$ cat src/rtl/byte_op_ctrl.sv
// Sequencer for the byte-group instructions (MOVL/MOVLZ/MOVLS/MOVH/SWPB) in front of byte_manip.
// Optional feature: define BYTE_OP_FWD_EN to accept start in WRITE and forward the result being written.
module byte_op_ctrl #(
   parameter int unsigned REG_AW    = 3,
   parameter int unsigned RF_RD_LAT = 1
) (
   input  logic              clk,
   input  logic              rst,
   input  logic              start,
   input  logic [15:0]       instr,
   output logic              busy,
   output logic              done,
   output logic              illegal,
   output logic [REG_AW-1:0] rf_rd_addr,
   input  logic [15:0]       rf_rd_data,
   output logic [2:0]        bm_op,
   output logic [15:0]       bm_dst_in,
   output logic [7:0]        bm_byte,
   output logic              bm_E,
   input  logic [15:0]       bm_dst_out,
   output logic              rf_wr_en,
   output logic [REG_AW-1:0] rf_wr_addr,
   output logic [15:0]       rf_wr_data
);

   localparam int unsigned CNT_W = 2;

   typedef enum logic [2:0] {
      S_IDLE    = 3'd0,
      S_READ    = 3'd1,
      S_STROBE  = 3'd2,
      S_CAPTURE = 3'd3,
      S_WRITE   = 3'd4
   } state_t;

   state_t            state_q, state_d;
   logic [CNT_W-1:0]  cnt_q, cnt_d;
   logic              busy_q, busy_d;
   logic              done_q, done_d;
   logic              illegal_q, illegal_d;
   logic [REG_AW-1:0] rd_addr_q, rd_addr_d;
   logic [2:0]        op_q, op_d;
   logic [15:0]       dst_in_q, dst_in_d;
   logic [7:0]        byte_q, byte_d;
   logic              e_q, e_d;
   logic              wr_en_q, wr_en_d;
   logic [REG_AW-1:0] wr_addr_q, wr_addr_d;
   logic [15:0]       wr_data_q, wr_data_d;

   // Instruction decode
   logic              is_grp, is_swpb, dec_legal;
   logic [2:0]        dec_op;
   logic [7:0]        dec_byte;
   logic [REG_AW-1:0] dec_dst;

   assign is_grp    = (instr[15:13] == 3'b011);
   assign is_swpb   = (instr[15:3] == 13'b0100_1101_1000_0);
   assign dec_legal = is_grp | is_swpb;
   assign dec_op    = is_swpb ? 3'd4 : {1'b0, instr[12:11]};
   assign dec_byte  = is_swpb ? 8'h00 : instr[10:3];
   assign dec_dst   = REG_AW'(instr[2:0]);

   // End of the read phase and the value captured into bm_dst_in
   logic        rd_last, rd_done;
   logic [15:0] rd_val;
   assign rd_last = (cnt_q == CNT_W'(RF_RD_LAT - 1));

`ifdef BYTE_OP_FWD_EN
   logic fwd_q, fwd_d;
   assign rd_done = rd_last | fwd_q;
   assign rd_val  = fwd_q ? wr_data_q : rf_rd_data;
`else
   assign rd_done = rd_last;
   assign rd_val  = rf_rd_data;
`endif

   always_ff @(posedge clk or posedge rst) begin
      if (rst) begin
         state_q   <= S_IDLE;
         cnt_q     <= '0;
         busy_q    <= 1'b0;
         done_q    <= 1'b0;
         illegal_q <= 1'b0;
         rd_addr_q <= '0;
         op_q      <= '0;
         dst_in_q  <= '0;
         byte_q    <= '0;
         e_q       <= 1'b0;
         wr_en_q   <= 1'b0;
         wr_addr_q <= '0;
         wr_data_q <= '0;
`ifdef BYTE_OP_FWD_EN
         fwd_q     <= 1'b0;
`endif
      end else begin
         state_q   <= state_d;
         cnt_q     <= cnt_d;
         busy_q    <= busy_d;
         done_q    <= done_d;
         illegal_q <= illegal_d;
         rd_addr_q <= rd_addr_d;
         op_q      <= op_d;
         dst_in_q  <= dst_in_d;
         byte_q    <= byte_d;
         e_q       <= e_d;
         wr_en_q   <= wr_en_d;
         wr_addr_q <= wr_addr_d;
         wr_data_q <= wr_data_d;
`ifdef BYTE_OP_FWD_EN
         fwd_q     <= fwd_d;
`endif
      end
   end

   always_comb begin
      logic acc_ok;
      state_d   = state_q;
      cnt_d     = cnt_q;
      done_d    = 1'b0;
      illegal_d = 1'b0;
      rd_addr_d = rd_addr_q;
      op_d      = op_q;
      dst_in_d  = dst_in_q;
      byte_d    = byte_q;
      e_d       = 1'b0;
      wr_en_d   = 1'b0;
      wr_addr_d = wr_addr_q;
      wr_data_d = wr_data_q;
      acc_ok    = 1'b0;
`ifdef BYTE_OP_FWD_EN
      fwd_d     = fwd_q;
`endif

      case (state_q)
         S_IDLE: acc_ok = 1'b1;
         S_READ: begin
            if (rd_done) begin
               dst_in_d = rd_val;
               cnt_d    = '0;
               e_d      = 1'b1;
               state_d  = S_STROBE;
`ifdef BYTE_OP_FWD_EN
               fwd_d    = 1'b0;
`endif
            end else begin
               cnt_d = cnt_q + CNT_W'(1);
            end
         end
         S_STROBE: state_d = S_CAPTURE;
         S_CAPTURE: begin
            wr_data_d = bm_dst_out;
            wr_addr_d = rd_addr_q;
            wr_en_d   = 1'b1;
            done_d    = 1'b1;
            state_d   = S_WRITE;
         end
         S_WRITE: begin
            state_d = S_IDLE;
`ifdef BYTE_OP_FWD_EN
            acc_ok  = 1'b1;
`endif
         end
         default: state_d = S_IDLE;
      endcase

      // Accept a new instruction; illegal ones only raise the pulse
      if (acc_ok && start) begin
         if (dec_legal) begin
            op_d      = dec_op;
            byte_d    = dec_byte;
            rd_addr_d = dec_dst;
            cnt_d     = '0;
            state_d   = S_READ;
`ifdef BYTE_OP_FWD_EN
            fwd_d     = (state_q == S_WRITE) && (dec_dst == wr_addr_q);
`endif
         end else begin
            illegal_d = 1'b1;
         end
      end

      busy_d = (state_d != S_IDLE);
   end

   assign busy       = busy_q;
   assign done       = done_q;
   assign illegal    = illegal_q;
   assign rf_rd_addr = rd_addr_q;
   assign bm_op      = op_q;
   assign bm_dst_in  = dst_in_q;
   assign bm_byte    = byte_q;
   assign bm_E       = e_q;
   assign rf_wr_en   = wr_en_q;
   assign rf_wr_addr = wr_addr_q;
   assign rf_wr_data = wr_data_q;

endmodule

$ cat config.mk
export PLATFORM = sky130hd
export DESIGN_NAME = byte_op_ctrl
export DESIGN_NICKNAME = d
export VERILOG_FILES = /design/src/rtl/byte_op_ctrl.sv
export SDC_FILE = /design/constraint.sdc
export NUM_CORES = 1
export LEC_CHECK = 0
export CAP_MARGIN = 20
export CORE_MARGIN = 3
export CORE_UTILIZATION = 37
export CTS_CLUSTER_DIAMETER = 60
export CTS_CLUSTER_SIZE = 12
export DETAILED_ROUTE_END_ITERATION = 7
export GPL_TIMING_DRIVEN = 0
export HOLD_SLACK_MARGIN = 0.06
export PLACE_DENSITY = 0.76
export SYNTH_ARGS = -nofsm -noshare
export SYNTH_HDL_FRONTEND = slang
export SYNTH_SLANG_ARGS = --single-unit
export TNS_END_PERCENT = 20
$ cat constraint.sdc
create_clock -name clk -period 1.6 [get_ports clk]
set_input_delay 0.32 -clock clk [delete_from_list [all_inputs] [get_ports clk]]
set_output_delay 0.32 -clock clk [all_outputs]
set_load 0.02 [all_outputs]
## Word level (Yosys, flattened, before mapping)

Index checks and enable logic that the tools add are counted.

| word-level totals | value |
|---|---|
| bits in registers | 58 |
| bits of input ports | 51 |
| output and inout port bits | 54 |
| logic and storage cells | 41 |

| operators by class | value |
|---|---|
| eq/ne operators | 5 |
| mux-type cells | 16 |
| $add $sub $neg | 1 |
| reductions and logical operators | 6 |
| bitwise logic cells | 1 |

Operator list:

| operator | count |
|---|---|
| $eq A13 B12 Y1 const B | 1 |
| $mux W3 | 4 |
| $pmux W3 S4 | 1 |
| $eq A3 B2 Y1 const B | 3 |
| $mux W2 | 4 |
| $mux W8 | 1 |
| $mux W1 | 6 |
| $reduce_and A2 Y1 | 2 |
| $eq A3 B1 Y1 const B | 1 |
| $logic_not A3 Y1 | 1 |
| $reduce_bool A3 Y1 | 1 |
| $add A2 B1 Y2 const B | 1 |
| $logic_not A2 Y1 | 1 |
| $logic_and A1 B1 Y1 | 1 |
| $or A1 B1 Y1 | 1 |

## Logic depth before layout (Yosys ltp)

| logic depth | value |
|---|---|
| word-level depth | 6 |
| mapped depth | 6 |

## Worst setup path before layout

OpenSTA, ideal clock, no wires.

| timing | value |
|---|---|
| path type | register -> register |
| from | reg state_q[1] |
| to | reg dst_in_q[0], in the netlist bm_dst_in[0] |
| arrival time | 1.502 ns |
| stages on the path, launching flop included | 7 |
| path buffers | 2 |
| library setup time | 0.125 ns |
| setup slack | -0.026 ns |
| path through | dfrtp_1 nand2b_1 nor2_1 and2_1 buf_2 buf_4 mux2_2 |

| on the way | value |
|---|---|
| cells in the longest elaborated chain, start to end | 2 |

Ends and longest elaborated chain:

| element | line | RTL |
|---|---|---|
| start, declared | 36 | `state_t state_q, state_d;` |
| start signal, assigned | 96 | `state_q <= state_d;` |
| $eq A3 B1 Y1 | 134 | `case (state_q)` |
| $reduce_and A2 Y1 (no source line) | n/a |  |
| end signal, assigned | 103 | `dst_in_q <= dst_in_d;` |
| end, declared | 43 | `logic [15:0] dst_in_q, dst_in_d;` |

No other way between the ends.
A chain may end at the register's enable or synchronous reset.

## Worst setup path after layout

| timing | value |
|---|---|
| from | in instr[14] |
| to | reg illegal_q, in the netlist illegal |

| on the way | value |
|---|---|
| cells in the longest elaborated chain, start to end | 4 |
| elaborated cells between the ends (all ways) | 5 |
| those cells by class | 2 x eq/ne; 2 x mux; 1 x bitwise |

Ends and longest elaborated chain:

| element | line | RTL |
|---|---|---|
| start, declared | 10 | `input logic [15:0] instr,` |
| $eq A13 B12 Y1 / $eq A3 B2 Y1 (equally long branches) | 57, 56 |  |
| $or A1 B1 Y1 * | 58 | `assign dec_legal = is_grp \| is_swpb;` |
| $mux W1 * | 168 | `if (dec_legal) begin` |
| $mux W1 * | 167 | `if (acc_ok && start) begin` |
| via illegal_d | 40 | `logic illegal_q, illegal_d;` |
| end signal, assigned | 100 | `illegal_q <= illegal_d;` |
| end, declared | 40 |  |

Mark *: on every way through the listed nets, which the timed path passes. The rest lies on a longest branch.

==> metrics.csv <==
metric;value;unit
number of max-cap violations;0;
Ports;105;
TritonRoute pass-1 iters;4;
overall power;6.78;mW
number of DRC markers in iteration 0;53;
final hold vios;0;
sequential-to-total area share from yosys stat;63.5;%
average size of a mapped cell;12.0;um^2
min Tclk post-route;1.58;ns
post-synthesis adder-cell area fraction;1.10;%
EDFF count, synth;0;
diodes inserted;0;
vias in the first global route;1915;
Cells after Synth;191;
Tightest Hold Check Type;in2reg;
clock sinks;58;
I/O Buffers;104;
Avg WL per Cell;13.8;um
clk root buf;clkbuf_8;
Synth Net Count;244;
Yosys Warn Count;0;
cts hold-fix bufs;0;
final setup vio count;0;
first-pass GRT wire length;9.00;mm
Net count, final;374;
CTS buffer count;9;
Tightest Pin Transition;0.591;ns
Die Ht;84.6;um
GR Overflow Total;0;
relative slew slack;60.5;%
GPL Wtd Cong;0.787;
number of remaining DRC errors;0;
Leak Pwr;1.95;nW
Post-DRT Antenna Nets;0;
Max Slew Vio Count;0;
ys flop type;dfrtp_1;
gr usage total;15.8;%
Die Wd;84.6;um
worst vdd ir;0.853;mV
Clock Tree Buf Depth;2;
crit path kind;in2reg;
Initial Util;39.8;%
Worst-Skew Late Latency;0.32;ns
drt total wl;5.47;mm
Synth Register Bits;58;
Arr. time, crit path;1.79;ns
status;complete, no violations;
share of cells above drive strength 1;21.5;%
H-tree depth;3;
DR vias;1836;
Yosys cell types;27;
largest net degree at the start of global routing;34;
FMAX;633;MHz
Syn Std Cell Area;2280;um^2
compound-cell area share of the yosys netlist;4.22;%
antenna violations before repair;0;
CTS clock-pin slew for the worst setup and hold paths;0.06;ns
Async SR Flop Fraction;100;%
HPWL after DPL;3.92;mm
CP max FO;2;
Layout area overhead;63.2;%
Vias/cell;4.62;
pwr/cell area;1820;nW/um^2
row cnt;27;
mux cell area share after synthesis;12.7;%
die area;7150;um^2
fill count;495;
CP Capture Type;flip-flop;
Synth Area in XOR/XNOR;0;%
main combinational cell family by area after synthesis;simple AND/OR/NAND/NOR gates;
RSZ-0062 raised after global routing;yes;
most frequent cells in the layout;nand2_1 (62), dfrtp_1 (56), dlygate4sd2_1 (52), clkdlybuf4s50_1 (39), mux2_2 (23);
fin crit share;98.7;%
CTS tree;built;
Post-Synth Simple-Gate Area;14.8;%
core area;5740;um^2
placed cells;368;
skew final;0.00739;ns
final std cells w/o fill;397;
most common cell after layout, fill and taps aside;nand2_1;
CP Data Required Time;1.81;ns
crit path launch type;input pin;
==> Yosys cell counts, types with 2 or more instances <==
cell type	n	share of area, %
dfrtp_1	58	64
nand3b_1	2	0.66
o21ai_0	4	0.88
nor4b_2	2	1.3
inv_1	6	0.99
nand2b_1	2	0.55
ha_1	2	1.1
a21boi_0	2	0.66
mux2_2	23	11
clkbuf_1	4	0.66
mux2_4	2	1.3
a22o_1	4	1.5
nand2_1	62	10
nor2_1	4	0.66
buf_4	2	0.66
==> power breakdown <==
part	total, mW	switching (mW)	internal, mW
Clock	1.15	0.517	0.629
Combinational	3.15	1.67	1.48
Sequential	2.48	0.337	2.15
Total	6.78	2.52	4.26
==> path summary, 6_finish.rpt <==
| check | from | end | slack [ns] | cells past startpoint |
|---|---|---|---|---|
| worst max-delay path | instr[14] | illegal$_DFF_PP0_ | 0.02 | 10 |
| min in group asynchronous | rst | bm_dst_in[7]$_DFFE_PP0P_ | 0.42 | 2 |
| max in group asynchronous | rst | state_q[0]$_DFF_PP0_ | 0.62 | 3 |
| worst max register to register | state_q[1]$_DFF_PP0_ | bm_dst_in[13]$_DFFE_PP0P_ | 0.06 | 6 |
| worst min register to register | rf_wr_data[3]$_DFFE_PP0P_ | rf_wr_data[3]$_DFFE_PP0P_ | 0.47 | 2 |
| worst min-delay path | instr[12] | bm_op[1]$_DFFE_PP0P_ | 0.27 | 2 |
==> worst max-delay path, stage by stage <==
cell,delay (ns)
clkdlybuf4s50_1,0.45
nor2b_2,0.15
nand4_1,0.12
buf_4,0.16
buf_4,0.12
buf_4,0.12
buf_4,0.12
buf_4,0.12
nand2_1,0.06
nor2_1,0.05
==> layout make-up <==
cell class              count  area [um^2]  area share, %
inverters                   6         26.3          0.705
clock buffers              12          155           4.16
clock inverters             3         15.0          0.403
repair buffers            119         1130           30.4
multi-input cells         118          778           20.9
plain buffers               9         76.3           2.05
well taps                  72         90.1           2.42
flip-flops and latches     58         1450           39.0
==> routing by layer <==
| layer | global-route usage (%) | wire length, um | up-vias |
|---|---|---|---|
| met2 | 24.6 | 2610 | 78 |
| met1 | 19.6 | 2280 | 862 |
| met3 | 7.07 | 522 | 9 |
| met4 | 5.32 | 59 | 0 |
| li1 | - | - | 887 |
| met5 | 0 | 0 | - |
==> what timing repair did <==
| action | CTS | global route |
|---|---|---|
| cloned | 0 | 0 |
| pin swaps | 6 | 1 |
| hold endpoints to repair | 0 | 0 |
| gates resized for setup | 60 | 19 |
| setup buffers | 10 | 4 |
| setup endpoints to repair | 74 | 52 |
==> registers in the layout, indices dropped and copies added, names as in the netlist, 2 cells and up <==
signal	flops
bm_op	3
bm_dst_in	16
cnt_q	2
rf_rd_addr	3
bm_byte	8
state_q	3
rf_wr_data	16
rf_wr_addr	3
==> logic make-up after synthesis <==
family,Yosys count
and+or+nand+nor,77
DFF,58
muxes,25
buffers and inverters,15
AOI/OAI and AO/OA,14
adders and majority gates,2
==> per-stage QoR <==
step / utilization, % / setup TNS [ns] / setup slack (ns) / hold WS, ns / area (um^2)
after floorplan: - / -0.238 / -0.0264 / 0.413 / 2290
after global placement: 59.5 / -16.61 / -0.530 / 0.457 / 3420
after detailed placement: 59.9 / -8.90 / -0.527 / 0.461 / 3440
after CTS: 63.6 / 0 / 0.00255 / 0.358 / 3650
after global routing: 64.9 / -0.0195 / -0.0110 / 0.259 / 3730
final: 64.9 / 0 / 0.0205 / 0.272 / 3730
Power figures use the tool's default switching activity.
